File: src/rtl/uart_tx_fifo.sv
// -----------------------------------------------------------------------------
// uart_tx_fifo
//
// Transmit side of the CPU's memory-mapped UART. The CPU offers bytes on a
// valid/ready handshake. The bytes wait in a small FIFO so that back-to-back
// stores do not stall. A four-state FSM pulls each byte out of the FIFO and
// sends it as an 8N1 frame: one start bit (0), eight data bits LSB first, and
// one stop bit (1). Every bit lasts BitTime = ClockFreq / BaudRate cycles.
//
// Parameters
//   ClockFreq    system clock frequency in Hz
//   BaudRate     line rate in bits/s (ClockFreq / BaudRate must be >= 2)
//   FifoDepth    number of buffered bytes (power of 2, >= 2)
//
// Ports
//   Clock        in   system clock, rising edge
//   Reset_n      in   asynchronous active-low reset
//   DataIn       in   byte to transmit
//   DataInValid  in   DataIn is offered this cycle
//   DataInReady  out  FIFO can accept a byte this cycle (not full)
//   SOut         out  serial line, idles high, driven from a register
//   Busy         out  a frame is in progress or the FIFO holds bytes
//   Level        out  bytes waiting in the FIFO (the byte on the line is
//                     not counted)
// -----------------------------------------------------------------------------
module uart_tx_fifo #(
    parameter int ClockFreq = 50_000_000,
    parameter int BaudRate  = 115_200,
    parameter int FifoDepth = 4
) (
    input  logic                           Clock,
    input  logic                           Reset_n,
    input  logic [7:0]                     DataIn,
    input  logic                           DataInValid,
    output logic                           DataInReady,
    output logic                           SOut,
    output logic                           Busy,
    output logic [$clog2(FifoDepth+1)-1:0] Level
);

    localparam int BitTime = ClockFreq / BaudRate;
    localparam int CntW    = (BitTime > 1) ? $clog2(BitTime) : 1;
    localparam int PtrW    = $clog2(FifoDepth);
    localparam int LvlW    = $clog2(FifoDepth + 1);

    localparam logic [CntW-1:0] BaudLast  = CntW'(BitTime - 1);
    localparam logic [LvlW-1:0] FullCount = LvlW'(FifoDepth);
    localparam logic [LvlW-1:0] OneCount  = LvlW'(1);

    typedef enum logic [1:0] {
        IDLE  = 2'd0,
        START = 2'd1,
        DATA  = 2'd2,
        STOP  = 2'd3
    } state_t;

    // -------------------------------------------------------------------------
    // FIFO storage and bookkeeping
    // -------------------------------------------------------------------------
    logic [7:0]      mem [FifoDepth];
    logic [PtrW-1:0] wr_ptr_reg;
    logic [PtrW-1:0] rd_ptr_reg;
    logic [LvlW-1:0] count_reg;

    // -------------------------------------------------------------------------
    // Serializer state
    // -------------------------------------------------------------------------
    state_t          state_reg;
    logic [CntW-1:0] baud_cnt_reg;
    logic [2:0]      bit_idx_reg;
    logic [7:0]      shift_reg;
    logic            sout_reg;

    logic            fifo_empty;
    logic            baud_last;
    logic            push;
    logic            pop;

    assign fifo_empty  = (count_reg == '0);
    // Ready depends only on the occupancy, never on DataInValid. This keeps
    // the CPU-side handshake free of combinational loops.
    assign DataInReady = (count_reg != FullCount);
    assign push        = DataInValid & DataInReady;
    assign baud_last   = (baud_cnt_reg == BaudLast);

    // A byte leaves the FIFO at the moment a frame starts. A frame starts
    // either from IDLE, or on the last STOP cycle, so consecutive frames
    // follow each other without an idle gap.
    assign pop = !fifo_empty &&
                 ((state_reg == IDLE) || ((state_reg == STOP) && baud_last));

    // The storage array has no reset. Its contents are only ever read
    // behind the count, so any stale data is harmless.
    always_ff @(posedge Clock) begin
        if (push) begin
            mem[wr_ptr_reg] <= DataIn;
        end
    end

    // The pointers are log2(depth) wide and wrap on their own. The count
    // is kept separately so that full and empty are easy to tell apart.
    always_ff @(posedge Clock or negedge Reset_n) begin
        if (!Reset_n) begin
            wr_ptr_reg <= '0;
            rd_ptr_reg <= '0;
            count_reg  <= '0;
        end else begin
            if (push) begin
                wr_ptr_reg <= wr_ptr_reg + PtrW'(1);
            end
            if (pop) begin
                rd_ptr_reg <= rd_ptr_reg + PtrW'(1);
            end
            case ({push, pop})
                2'b10:   count_reg <= count_reg + OneCount;
                2'b01:   count_reg <= count_reg - OneCount;
                default: count_reg <= count_reg;
            endcase
        end
    end

    // -------------------------------------------------------------------------
    // Frame FSM
    // sout_reg is loaded with the value of the bit that the next state drives.
    // As a result, SOut changes on the same edge as the state.
    // -------------------------------------------------------------------------
    always_ff @(posedge Clock or negedge Reset_n) begin
        if (!Reset_n) begin
            state_reg    <= IDLE;
            baud_cnt_reg <= '0;
            bit_idx_reg  <= '0;
            shift_reg    <= '0;
            sout_reg     <= 1'b1;
        end else begin
            case (state_reg)
                IDLE: begin
                    baud_cnt_reg <= '0;
                    bit_idx_reg  <= '0;
                    sout_reg     <= 1'b1;
                    if (pop) begin
                        shift_reg <= mem[rd_ptr_reg];
                        sout_reg  <= 1'b0;
                        state_reg <= START;
                    end
                end

                START: begin
                    if (baud_last) begin
                        baud_cnt_reg <= '0;
                        bit_idx_reg  <= '0;
                        sout_reg     <= shift_reg[0];
                        state_reg    <= DATA;
                    end else begin
                        baud_cnt_reg <= baud_cnt_reg + CntW'(1);
                    end
                end

                DATA: begin
                    if (baud_last) begin
                        baud_cnt_reg <= '0;
                        shift_reg    <= {1'b0, shift_reg[7:1]};
                        bit_idx_reg  <= bit_idx_reg + 3'd1;
                        if (bit_idx_reg == 3'd7) begin
                            sout_reg  <= 1'b1;
                            state_reg <= STOP;
                        end else begin
                            // Bit 1 of the current shift value is the next
                            // data bit, once the right shift has happened.
                            sout_reg <= shift_reg[1];
                        end
                    end else begin
                        baud_cnt_reg <= baud_cnt_reg + CntW'(1);
                    end
                end

                STOP: begin
                    if (baud_last) begin
                        baud_cnt_reg <= '0;
                        bit_idx_reg  <= '0;
                        if (pop) begin
                            shift_reg <= mem[rd_ptr_reg];
                            sout_reg  <= 1'b0;
                            state_reg <= START;
                        end else begin
                            sout_reg  <= 1'b1;
                            state_reg <= IDLE;
                        end
                    end else begin
                        baud_cnt_reg <= baud_cnt_reg + CntW'(1);
                    end
                end

                default: begin
                    baud_cnt_reg <= '0;
                    bit_idx_reg  <= '0;
                    sout_reg     <= 1'b1;
                    state_reg    <= IDLE;
                end
            endcase
        end
    end

    assign SOut  = sout_reg;
    assign Level = count_reg;
    assign Busy  = (state_reg != IDLE) || !fifo_empty;

endmodule

File: config.mk
export PLATFORM = sky130hd
export DESIGN_NAME = uart_tx_fifo
export DESIGN_NICKNAME = d
export VERILOG_FILES = /design/src/rtl/uart_tx_fifo.sv
export SDC_FILE = /design/constraint.sdc
export NUM_CORES = 1
export LEC_CHECK = 0
export CAP_MARGIN = 20
export CORE_MARGIN = 5
export CORE_UTILIZATION = 62
export DETAILED_ROUTE_END_ITERATION = 8
export DONT_BUFFER_PORTS = 1
export GPL_TIMING_DRIVEN = 0
export PLACE_DENSITY = 0.78
export SKIP_CTS_REPAIR_TIMING = 1
export SLEW_MARGIN = 20
export SYNTH_ARGS = -nofsm -noshare
export SYNTH_HDL_FRONTEND = slang
export SYNTH_SLANG_ARGS = --single-unit
File: constraint.sdc
create_clock -name Clock -period 3 [get_ports Clock]
set_input_delay 0.9 -clock Clock [delete_from_list [all_inputs] [get_ports Clock]]
set_output_delay 0.9 -clock Clock [all_outputs]
set_load 0.02 [all_outputs]
==> results_dict.tcl <==
set metrics [dict create \
    rr_startpoint "Level[0]" \
    use_met1_pct 24.3 \
    yosys.area_share.simple_pct 12.8 \
    fin_area_um2 3150 \
    synth_compound_area_share_pct 8.23 \
    synth-edff-count 32 \
    ant_nets 0 \
    portBuffers 0 \
    crit_arrival_ps 2780 \
    period_needed_ps 2520 \
    relSlewSlack_pct 56.1 \
    cp_num_buf_inv 3 \
    viasPerCell 6.06 \
    largest_reg_flops 32 \
    clock_sinks 62 \
    crit_top_cell "inv_1" \
    pin_count 17 \
    critPathMaxStageDelay_ps 520 \
    p_int_mw 2.07 \
    worstPathCellList "inv_1 > nand3_1 > and2_1 > inv_1 > ha_1 > inv_1 > fa_1 > xor2_1 > nor2_1 > xor2_1" \
    first_pass_iters 4 \
    htreeDepth 3 \
    synth.avg_cell_area_um2 13.5 \
    start_kind "register" \
    cpLargestDelayFamily "simple AND/OR/NAND/NOR gates" \
    rsz0062_at_grt "false" \
    pwr-share-clk_pct 21.5 \
    place.detailed.hpwl_mm 3.60 \
    rows 24 \
    nets 251 \
    synthAdderAreaFrac_pct 6.29 \
    cts.clk_slew.worst_paths_ps 70 \
    synth_top_family_by_area "simple AND/OR/NAND/NOR gates" \
    cts_buffers 9 \
    crit_slowest_cell "dfrtp_1" \
    cap_violations 0 \
    grt_pass1_wl_mm 8.98 \
    max_slew.worst_pin.slew_ps 655 \
    synth-seq-cells 62 \
    drcViolationCount 0 \
    syn_area_um2 2900 \
    die-area_um2 6150 \
    final_common_cell "edfxtp_1" \
    yosys_warnings 0 \
    use_met2_pct 31.0 \
    critPathKind "register to register" \
    die_w_um 78.4 \
    gr-total-overflow 0 \
    outcome "completed" \
    power.density_nw_per_um2 1030 \
    drt_iter0_drc 172 \
    cts_root_buf "clkbuf_8" \
    busiest_layer "met2" \
    cp.required_ps 3260 \
    synth_ff_type "edfxtp_1" \
    crit_fanout 6 \
    crit_path_start "Level[0]" \
    grt_pass1_vias 1855 \
    die_h_um 78.4 \
    clockBufferDepth 2 \
    clock_latency_ps 340 \
    syn_nets 240 \
    layout_common_cells "edfxtp_1 (32), dfrtp_1 (29), nand2_1 (18), inv_1 (14), ha_1 (13)" \
    core_area_um2 4440 \
    initial_core_util_pct 65.3 \
    ys_seq_area_share_pct 59.0 \
    areaGrowthSynthToFinish_pct 8.66 \
    min_path_type "input pin to asynchronous set/reset pin" \
    tns_ps 0 \
    insertedDiodeCount 0 \
    gp_congestion 0.776 \
    multi_input_area_um2 1100 \
    power_leakage_nw 1.25 \
    synth_cell_types 47 \
    finalClockSkew_ps 11.2 \
    ir_drop_uv 684 \
    async_reset_ff_share_pct 48.4 \
    end_kind "register" \
    power_frac_seq_pct 42.0 \
    p_switching_mw 1.18 \
    grt_usage_pct 19.8 \
    grt_start_max_net_pins 31 \
    muxShareOfSynthArea_pct 7.37 \
    antenna_found_initial 0 \
    hold_violations 0 \
    combPwrFrac_pct 36.5 \
    fin_crit_sh_pct 83.9 \
    synthXorXnorAreaFrac_pct 3.32 \
    setup_viol 0 \
    via_count 1709 \
    cts_tree "built" \
    netSwitchingFraction_pct 36.2 \
    syn_inst 215 \
    fill_cells 298 \
    grt_use_met3_pct 9.50 \
    avgRoutedWirePerCell_um 18.3 \
    dpl_cell_area_um2 2970 \
    max_freq_mhz 397 \
    report.final.slew_viol_count 0 \
    regArea_um2 1710 \
    wl_mm 5.17 \
    drive_gt1_share_pct 19.6 \
]
[cells in the mapped netlist, drive strengths merged, types with 6 or more instances]
cell type	count	area share, %
dfrtp	29	25
nand3	7	1.2
inv	14	1.8
nor3	10	1.7
o221a	6	2.3
ha	13	5.6
nand2	18	2.3
nor2	11	1.4
edfxtp	32	33
o21ai	9	1.6
mux4	8	6.2
xnor2	6	1.8
[cell families (layout without fill, tap and decap cells)]
logic type      count (synthesis)  count (layout)
compound gates                 28              28
xor+xnor                       11              11
fa+ha+maj                      14              14
buf+inv                        20              35
flops                          62              62
mux                            11              11
simple gates                   69              69
[through the flow]
step	util [%]	hold WS (ps)	total power [mW]	setup slack [ps]	cells
6_report	71.0	242	3.25	483	282
5_1_grt	71.0	206	3.49	320	282
4_1_cts	71.0	230	3.27	476	282
3_5_place_dp	66.8	470	2.56	506	267
3_3_place_gp	66.8	458	2.48	572	267
2_1_floorplan	-	443	2.28	743	215
[power groups by stage]
stage	clock network, mW	logic [mW]	registers [mW]
floorplan	0	0.958	1.32
global placement	0	1.12	1.36
detailed placement	0	1.18	1.38
CTS	0.710	1.19	1.37
global route	0.770	1.33	1.39
finish	0.698	1.19	1.36
[worst paths after layout]
path                                        to  slack (ps)  cells after the start
min in group Clock              bit_idx_reg[1]         480                      2
worst min-delay path              shift_reg[0]         240                      0
worst min register to register  bit_idx_reg[1]         480                      2
worst max register to register        Level[2]         480                     10
max in group asynchronous                 SOut        2580                      0
worst max-delay path                  Level[2]         480                     10
[per-layer routing]
metal,vias up,share of wire [%]
li1,821,-
met1,846,44
met2,35,50
met3,7,4.8
met4,0,1.5
met5,-,0
[cell type report]
class	count	area share, %
Buffer	6	1.11
Clock buffer	9	3.93
Clock inverter	6	1.98
Inverter	14	1.67
Multi-Input combinational cell	133	34.9
Sequential cell	62	54.3
Tap cell	52	2.06
Note: power is estimated with default switching activity, not from simulation.
